### src/rtl/btn_pkg.sv
// rtl/btn_pkg.sv - shared state encoding and timing defaults for button conditioning
package btn_pkg;

  localparam int CLK_HZ      = 50_000_000;
  localparam int DEBOUNCE_MS = 10;

  typedef enum logic [1:0] {
    RELEASED     = 2'b00,
    WAIT_PRESS   = 2'b01,
    PRESSED      = 2'b10,
    WAIT_RELEASE = 2'b11
  } btn_state_t;

  function automatic int debounce_cycles(input int clk_hz, input int ms);
    return (clk_hz / 1000) * ms;
  endfunction

endpackage

### src/rtl/sync_ff.sv
// rtl/sync_ff.sv - N-flop metastability synchroniser resetting to the idle pin level
module sync_ff #(
  parameter int STAGES    = 2,
  parameter bit RESET_VAL = 1'b0
) (
  input  logic clk,
  input  logic rst_n,
  input  logic d,
  output logic q
);

  logic [STAGES-1:0] chain;

  always_ff @(posedge clk or negedge rst_n) begin
    if (!rst_n) begin
      chain <= {STAGES{RESET_VAL}};
    end else begin
      chain <= {chain[STAGES-2:0], d};
    end
  end

  assign q = chain[STAGES-1];

endmodule

### src/rtl/btn_debounce.sv
// rtl/btn_debounce.sv - push-button synchroniser, stability filter and press/release strobes
module btn_debounce
  import btn_pkg::*;
#(
  parameter int SYNC_STAGES    = 2,
  parameter int STABLE_CYCLES  = debounce_cycles(CLK_HZ, DEBOUNCE_MS),
  parameter bit BTN_ACTIVE_LOW = 1'b1
) (
  input  logic clk,
  input  logic rst_n,
  input  logic btn_raw,
  output logic btn_db,
  output logic pressed,
  output logic press_pulse,
  output logic release_pulse
);

  localparam int             CNT_W    = $clog2(STABLE_CYCLES);
  localparam logic [CNT_W-1:0] CNT_LAST = CNT_W'(STABLE_CYCLES - 1);
  localparam logic [CNT_W-1:0] CNT_ONE  = CNT_W'(1);

  logic sync_q;
  logic p;

  btn_state_t       state_q, state_d;
  logic [CNT_W-1:0] cnt_q, cnt_d;
  logic             pressed_d, btn_db_d, press_pulse_d, release_pulse_d;

  sync_ff #(
    .STAGES    (SYNC_STAGES),
    .RESET_VAL (BTN_ACTIVE_LOW)
  ) u_sync (
    .clk   (clk),
    .rst_n (rst_n),
    .d     (btn_raw),
    .q     (sync_q)
  );

  assign p = sync_q ^ BTN_ACTIVE_LOW;

  always_ff @(posedge clk or negedge rst_n) begin
    if (!rst_n) begin
      state_q       <= RELEASED;
      cnt_q         <= '0;
      pressed       <= 1'b0;
      btn_db        <= BTN_ACTIVE_LOW;
      press_pulse   <= 1'b0;
      release_pulse <= 1'b0;
    end else begin
      state_q       <= state_d;
      cnt_q         <= cnt_d;
      pressed       <= pressed_d;
      btn_db        <= btn_db_d;
      press_pulse   <= press_pulse_d;
      release_pulse <= release_pulse_d;
    end
  end

  // Any reversal of p inside a WAIT state drops back with cnt cleared: no partial credit.
  always_comb begin
    state_d         = state_q;
    cnt_d           = cnt_q;
    pressed_d       = pressed;
    press_pulse_d   = 1'b0;
    release_pulse_d = 1'b0;

    case (state_q)
      RELEASED: begin
        pressed_d = 1'b0;
        if (p) begin
          state_d = WAIT_PRESS;
          cnt_d   = CNT_ONE;
        end else begin
          cnt_d = '0;
        end
      end
      WAIT_PRESS: begin
        if (!p) begin
          state_d = RELEASED;
          cnt_d   = '0;
        end else if (cnt_q == CNT_LAST) begin
          state_d       = PRESSED;
          cnt_d         = '0;
          pressed_d     = 1'b1;
          press_pulse_d = 1'b1;
        end else begin
          cnt_d = cnt_q + CNT_ONE;
        end
      end
      PRESSED: begin
        pressed_d = 1'b1;
        if (!p) begin
          state_d = WAIT_RELEASE;
          cnt_d   = CNT_ONE;
        end else begin
          cnt_d = '0;
        end
      end
      WAIT_RELEASE: begin
        if (p) begin
          state_d = PRESSED;
          cnt_d   = '0;
        end else if (cnt_q == CNT_LAST) begin
          state_d         = RELEASED;
          cnt_d           = '0;
          pressed_d       = 1'b0;
          release_pulse_d = 1'b1;
        end else begin
          cnt_d = cnt_q + CNT_ONE;
        end
      end
      default: begin
        state_d   = RELEASED;
        cnt_d     = '0;
        pressed_d = 1'b0;
      end
    endcase

    btn_db_d = pressed_d ^ BTN_ACTIVE_LOW;
  end

endmodule

### config.mk
export PLATFORM = sky130hd
export DESIGN_NAME = btn_debounce
export DESIGN_NICKNAME = d
export VERILOG_FILES = /design/src/rtl/btn_pkg.sv /design/src/rtl/sync_ff.sv /design/src/rtl/btn_debounce.sv
export SDC_FILE = /design/constraint.sdc
export NUM_CORES = 1
export LEC_CHECK = 0
export BUFFER_PORTS_ARGS = -buffer_cell sky130_fd_sc_hd__buf_2
export CAP_MARGIN = 10
export CORE_MARGIN = 2
export CORE_UTILIZATION = 49
export DETAILED_ROUTE_END_ITERATION = 10
export GPL_ROUTABILITY_DRIVEN = 0
export GPL_TIMING_DRIVEN = 0
export PLACE_DENSITY_LB_ADDON = 0.08
export SYNTH_ARGS = -nofsm -noshare
export SYNTH_HDL_FRONTEND = slang
export SYNTH_SLANG_ARGS = --single-unit
export TNS_END_PERCENT = 5
### constraint.sdc
create_clock -name clk -period 2.3 [get_ports clk]
set_input_delay 0 -clock clk [delete_from_list [all_inputs] [get_ports clk]]
set_output_delay 0 -clock clk [all_outputs]
set_load 0.1 [all_outputs]
Yosys cells after proc, flatten, opt, wreduce, memory -nomap -nowiden. Index checks and enable logic that the tools add are counted.

Word-level logic and storage cells: 42. Bits of input ports: 3. Register bits after elaboration: 27. Output and inout bits: 4.

Bitwise operators: 1. Equal/unequal tests: 8. Mux-type cells: 23. Reductions and logical operators: 2. Add/subtract/negate cells: 1.

Operators by type and width (number): 19-bit case mux with 4 select lines (1); 19-bit 2-to-1 mux (3); 19-bit by 1-bit adder with 19-bit output (second input constant) (1); 19-bit equality test (second input constant) (1); 2-bit 2-to-1 mux (6); 1-bit 2-to-1 mux (11); 2-bit case mux with 4 select lines (1); 2-bit equality test (second input constant) (2); 1-bit case mux with 4 select lines (1); 4-bit AND reduction (1); 3-bit by 2-bit inequality test with 1-bit output (second input constant) (1); 3-bit inequality test (second input constant) (1); 2-bit by 1-bit equality test with 1-bit output (second input constant) (1); 2-bit logical NOT (1); 2-bit by 1-bit inequality test with 1-bit output (second input constant) (1); 2-bit inequality test (second input constant) (1); 1-bit inverter (1).

Depth between registers and ports, before layout.
Depth after elaboration: 5. Gate-level depth with buffers: 7. Mapped depth without buffers: 5.

Cells and area by module. From an unflattened synthesis, not the netlist that was laid out.

Cells, all modules: 132. Area total of the unflattened synthesis: 1365.1 µm².

By module, submodules not included: btn_debounce (area each 1312.5 µm², cells each 130, instances 1); sync_ff (area each 52.6 µm², cells each 2, instances 1).

Worst setup path after synthesis. OpenSTA, ideal clock, no wires.

Path type: flip-flop to flip-flop. Start: register cnt_q[0]. End: register cnt_q[13]. Data arrival time: 1.510 ns. Clock period less this slack: 1.629 ns. Data required time: 2.181 ns. Path slack: 0.671 ns. Cell stages (with the launch flop): 8. Cells stage by stage: dfrtp_1 -> ha_1 -> and4_1 -> buf_6 -> nand4_2 -> o21ai_4 -> buf_6 -> nor2_1.

Cells in the longest elaborated chain, start to end: 4. Elaborated cells between the ends (all ways): 6. Those cells by class: 1 x add/sub; 1 x eq/ne; 4 x mux.

Ends and longest elaborated chain: start, declared (RTL line btn_debounce.sv:26) `logic [CNT_W-1:0] cnt_q, cnt_d;`; start signal, assigned (RTL line btn_debounce.sv:51) `cnt_q <= cnt_d;`; 19-bit by 1-bit adder with 19-bit output / 19-bit equality test (equally long branches); 19-bit 2-to-1 mux * (RTL line btn_debounce.sv:81, btn_debounce.sv:103); 19-bit 2-to-1 mux, on equally long branches (RTL line btn_debounce.sv:100, btn_debounce.sv:78); 19-bit case mux with 4 select lines * (RTL line btn_debounce.sv:67) `case (state_q)`; named net cnt_d[13] (RTL line btn_debounce.sv:26).

The timed path passes the listed nets; every way through them passes the cells marked *. A chain may end at the register's enable or synchronous reset.

Final worst setup path.
Start: register cnt_q[0]. End: register cnt_q[4].

The elaborated chain is that of the path after synthesis.

==> impl_metrics.json <==
{
  "critPathCaptureType": "register",
  "worstPathRequired_ps": 2510,
  "ir_drop_mv": 0.352,
  "crit_buf_inv": 2,
  "clock_power_share_pct": 27.6,
  "final_area_um2": 1480,
  "post_cts_buffers": 0,
  "synth_ff_type": "dfrtp_1",
  "finalNetCount": 148,
  "cts_inserted_buffers": 3,
  "ys_top_cells_by_count": "24 x dfrtp_1, 20 x nor2_1, 8 x xnor2_1",
  "syn-num-nets": 135,
  "crit_family": "simple AND/OR/NAND/NOR gates",
  "fin_cells": 174,
  "synthesis.area_um2": 1360,
  "crit_path_frequent_cell": "buf_6",
  "rsz0062_at_grt": "no",
  "path_class": "reg2reg",
  "cap_violations": 0,
  "nFillCells": 258,
  "whs_ps": 197,
  "tns_ps": 0,
  "internal_power_uw": 559,
  "syn2layout_area_growth_pct": 8.45,
  "synth-seq-cells": 27,
  "dieArea_um2": 3220,
  "max_stage_delay_ps": 430,
  "path_cells": "ha_1, and4_1, buf_6, nand4_2, o21ai_4, buf_6, nor2_1",
  "pin_count": 7,
  "cts_tree": "yes",
  "async_flop_share_pct": 100,
  "ys_warn_count": 0,
  "fin_util_pct": 55.0,
  "relSlewSlack_pct": 60.4,
  "drc": 0,
  "finalSetupViolations": 0,
  "clockRootBuffer": "clkbuf_4",
  "power_leakage_nw": 0.607,
  "hold_class": "in2async",
  "clk_pin_slew_worst_paths_ps": 140,
  "p_sw_uw": 157,
  "grt_use_total_pct": 17.2,
  "drive_gt1_share_pct": 18.9,
  "post-dp-hpwl_um": 1720,
  "firstDrtPassIters": 4,
  "setup.worst_path.start_class": "register",
  "routedWlPerCell_um": 14.1,
  "core_um2": 2690,
  "place_area_um2": 1430,
  "synth_edf_count": 0,
  "synth.distinct_cells": 39,
  "period_share_pct": 81.8,
  "ys_seq_area_share_pct": 49.9,
  "drtIter0Drc": 30,
  "viasPerCell": 5.67,
  "antenna_left": 0,
  "yosys.area.top_type_share_pct": 44.1,
  "synth_area_leaders": "dfrtp_1 44%, dfstp_2 5.8%, nor2_1 5.5%",
  "powerDensity_nw_per_um2": 484,
  "dp_cells": 168,
  "p_seq_share_pct": 68.0,
  "num_vias": 986,
  "num_rows": 19,
  "cts_max_level": 1,
  "comb_power_share_pct": 4.4,
  "p_sw_share_pct": 21.9,
  "setup_slack_ps": 419,
  "portBuffers": 6,
  "die_h_um": 56.7,
  "antenna_found_initial": 0,
  "synth_area_leader_cell": "dfrtp_1",
  "fin_skew_ps": 10.6,
  "cts_sinks": 27,
  "slew_violations": 0,
  "max-clock-path-buffers": 2,
  "power_uw": 716,
  "postSynthCellCount": 131,
  "overflow": 0,
  "diodes": 0,
  "dieWidth_um": 56.7,
  "pre_cts_slack_ps": 421,
  "hold_violations": 0,
  "avgSynthCellArea_um2": 10.4,
  "drt-total-wl_um": 2450,
  "outcome": "completed",
  "crit_slowest_cell": "dfrtp_1",
  "grt_pass1_vias": 972,
  "worst_slew_pin_slew_ps": 594,
  "synth.most_common_cell": "dfrtp_1",
  "worstPathMaxFanout": 10,
  "cp.arrival_ps": 2100,
  "grt_pass1_wl_um": 4310,
  "finalCriticalPeriod_ps": 1880,
  "initial_core_util_pct": 50.7,
  "grt_max_degree": 28,
  "clk_latency_ps": 320,
  "clock.fmax_mhz": 532
}
routing by layer:
layer	GRT usage (%)	routed length, um	up-vias
met2	27.6	1180	10
met1	22.4	1200	479
met4	8.64	25	0
met5	0	0	-
met3	2.76	50	4
li1	-	-	493
flip-flops by register name, summed over array words and instances, names as in the netlist, named ones only:
register       cells
cnt_q             19
u_sync.chain       2
press_pulse        1
release_pulse      1
pressed            1
btn_db             1
state_q            1
power groups by stage:
stage | Clock (mW) | Sequential (mW) | Combinational, mW
global route | 0.225 | 0.488 | 0.0367
detailed placement | 0 | 0.495 | 0.0294
finish | 0.198 | 0.487 | 0.0313
CTS | 0.211 | 0.487 | 0.0324
global placement | 0 | 0.495 | 0.0292
floorplan | 0 | 0.494 | 0.0146
cell usage in the layout (no fill, tap or decap), drive strengths merged, types with 2 or more instances in the layout:
master	netlist	layout
and3	3	3
nand3	7	7
a211oi	2	2
and4	5	5
xnor2	8	8
clkbuf	1	5
dfstp	3	3
buf	3	9
xor2	6	6
and2	2	2
dlygate4sd3	0	2
nand2	8	8
dfrtp	24	24
nand4	7	7
inv	4	4
nor4	3	3
o21ai	2	2
nor3	5	5
nor2	20	20
a21oi	5	5
cells by family after synthesis:
family                     synth area share [%]
and+or+nand+nor                            28.6
DFF                                        49.9
AOI/OAI and AO/OA                          8.27
xor gates and xnor gates                   9.00
buffers and inverters                      3.40
adders and majority gates                 0.918
path summary, 6_finish.rpt:
path | startpoint | endpoint | slack (ps) | depth (start not counted)
min | rst_n | cnt_q[18] | 200 | 2
max reg2reg | cnt_q[0] | cnt_q[4] | 420 | 7
min in group clk | btn_raw | u_sync.chain[0] | 340 | 2
min reg2reg | u_sync.chain[0] | u_sync.chain[1] | 360 | 0
max in group asynchronous | rst_n | cnt_q[0] | 1700 | 2
max | cnt_q[0] | cnt_q[4] | 420 | 7
area by class of cell:
cell class | instances | area [um2] | share of cell area [%]
plain buffers | 4 | 31.3 | 2.12
clock buffers | 4 | 26.3 | 1.78
flip-flops and latches | 27 | 679 | 46.0
repair buffers | 8 | 50.0 | 3.39
well taps | 31 | 38.8 | 2.62
multi-input cells | 96 | 637 | 43.1
inverters | 4 | 15.0 | 1.02
timing repair:
action,4_1_cts,5_1_grt
endpoints found under the hold margin,25,0
hold buffers,2,0
resized for setup,0,0
(Power assumes the default switching activity.)
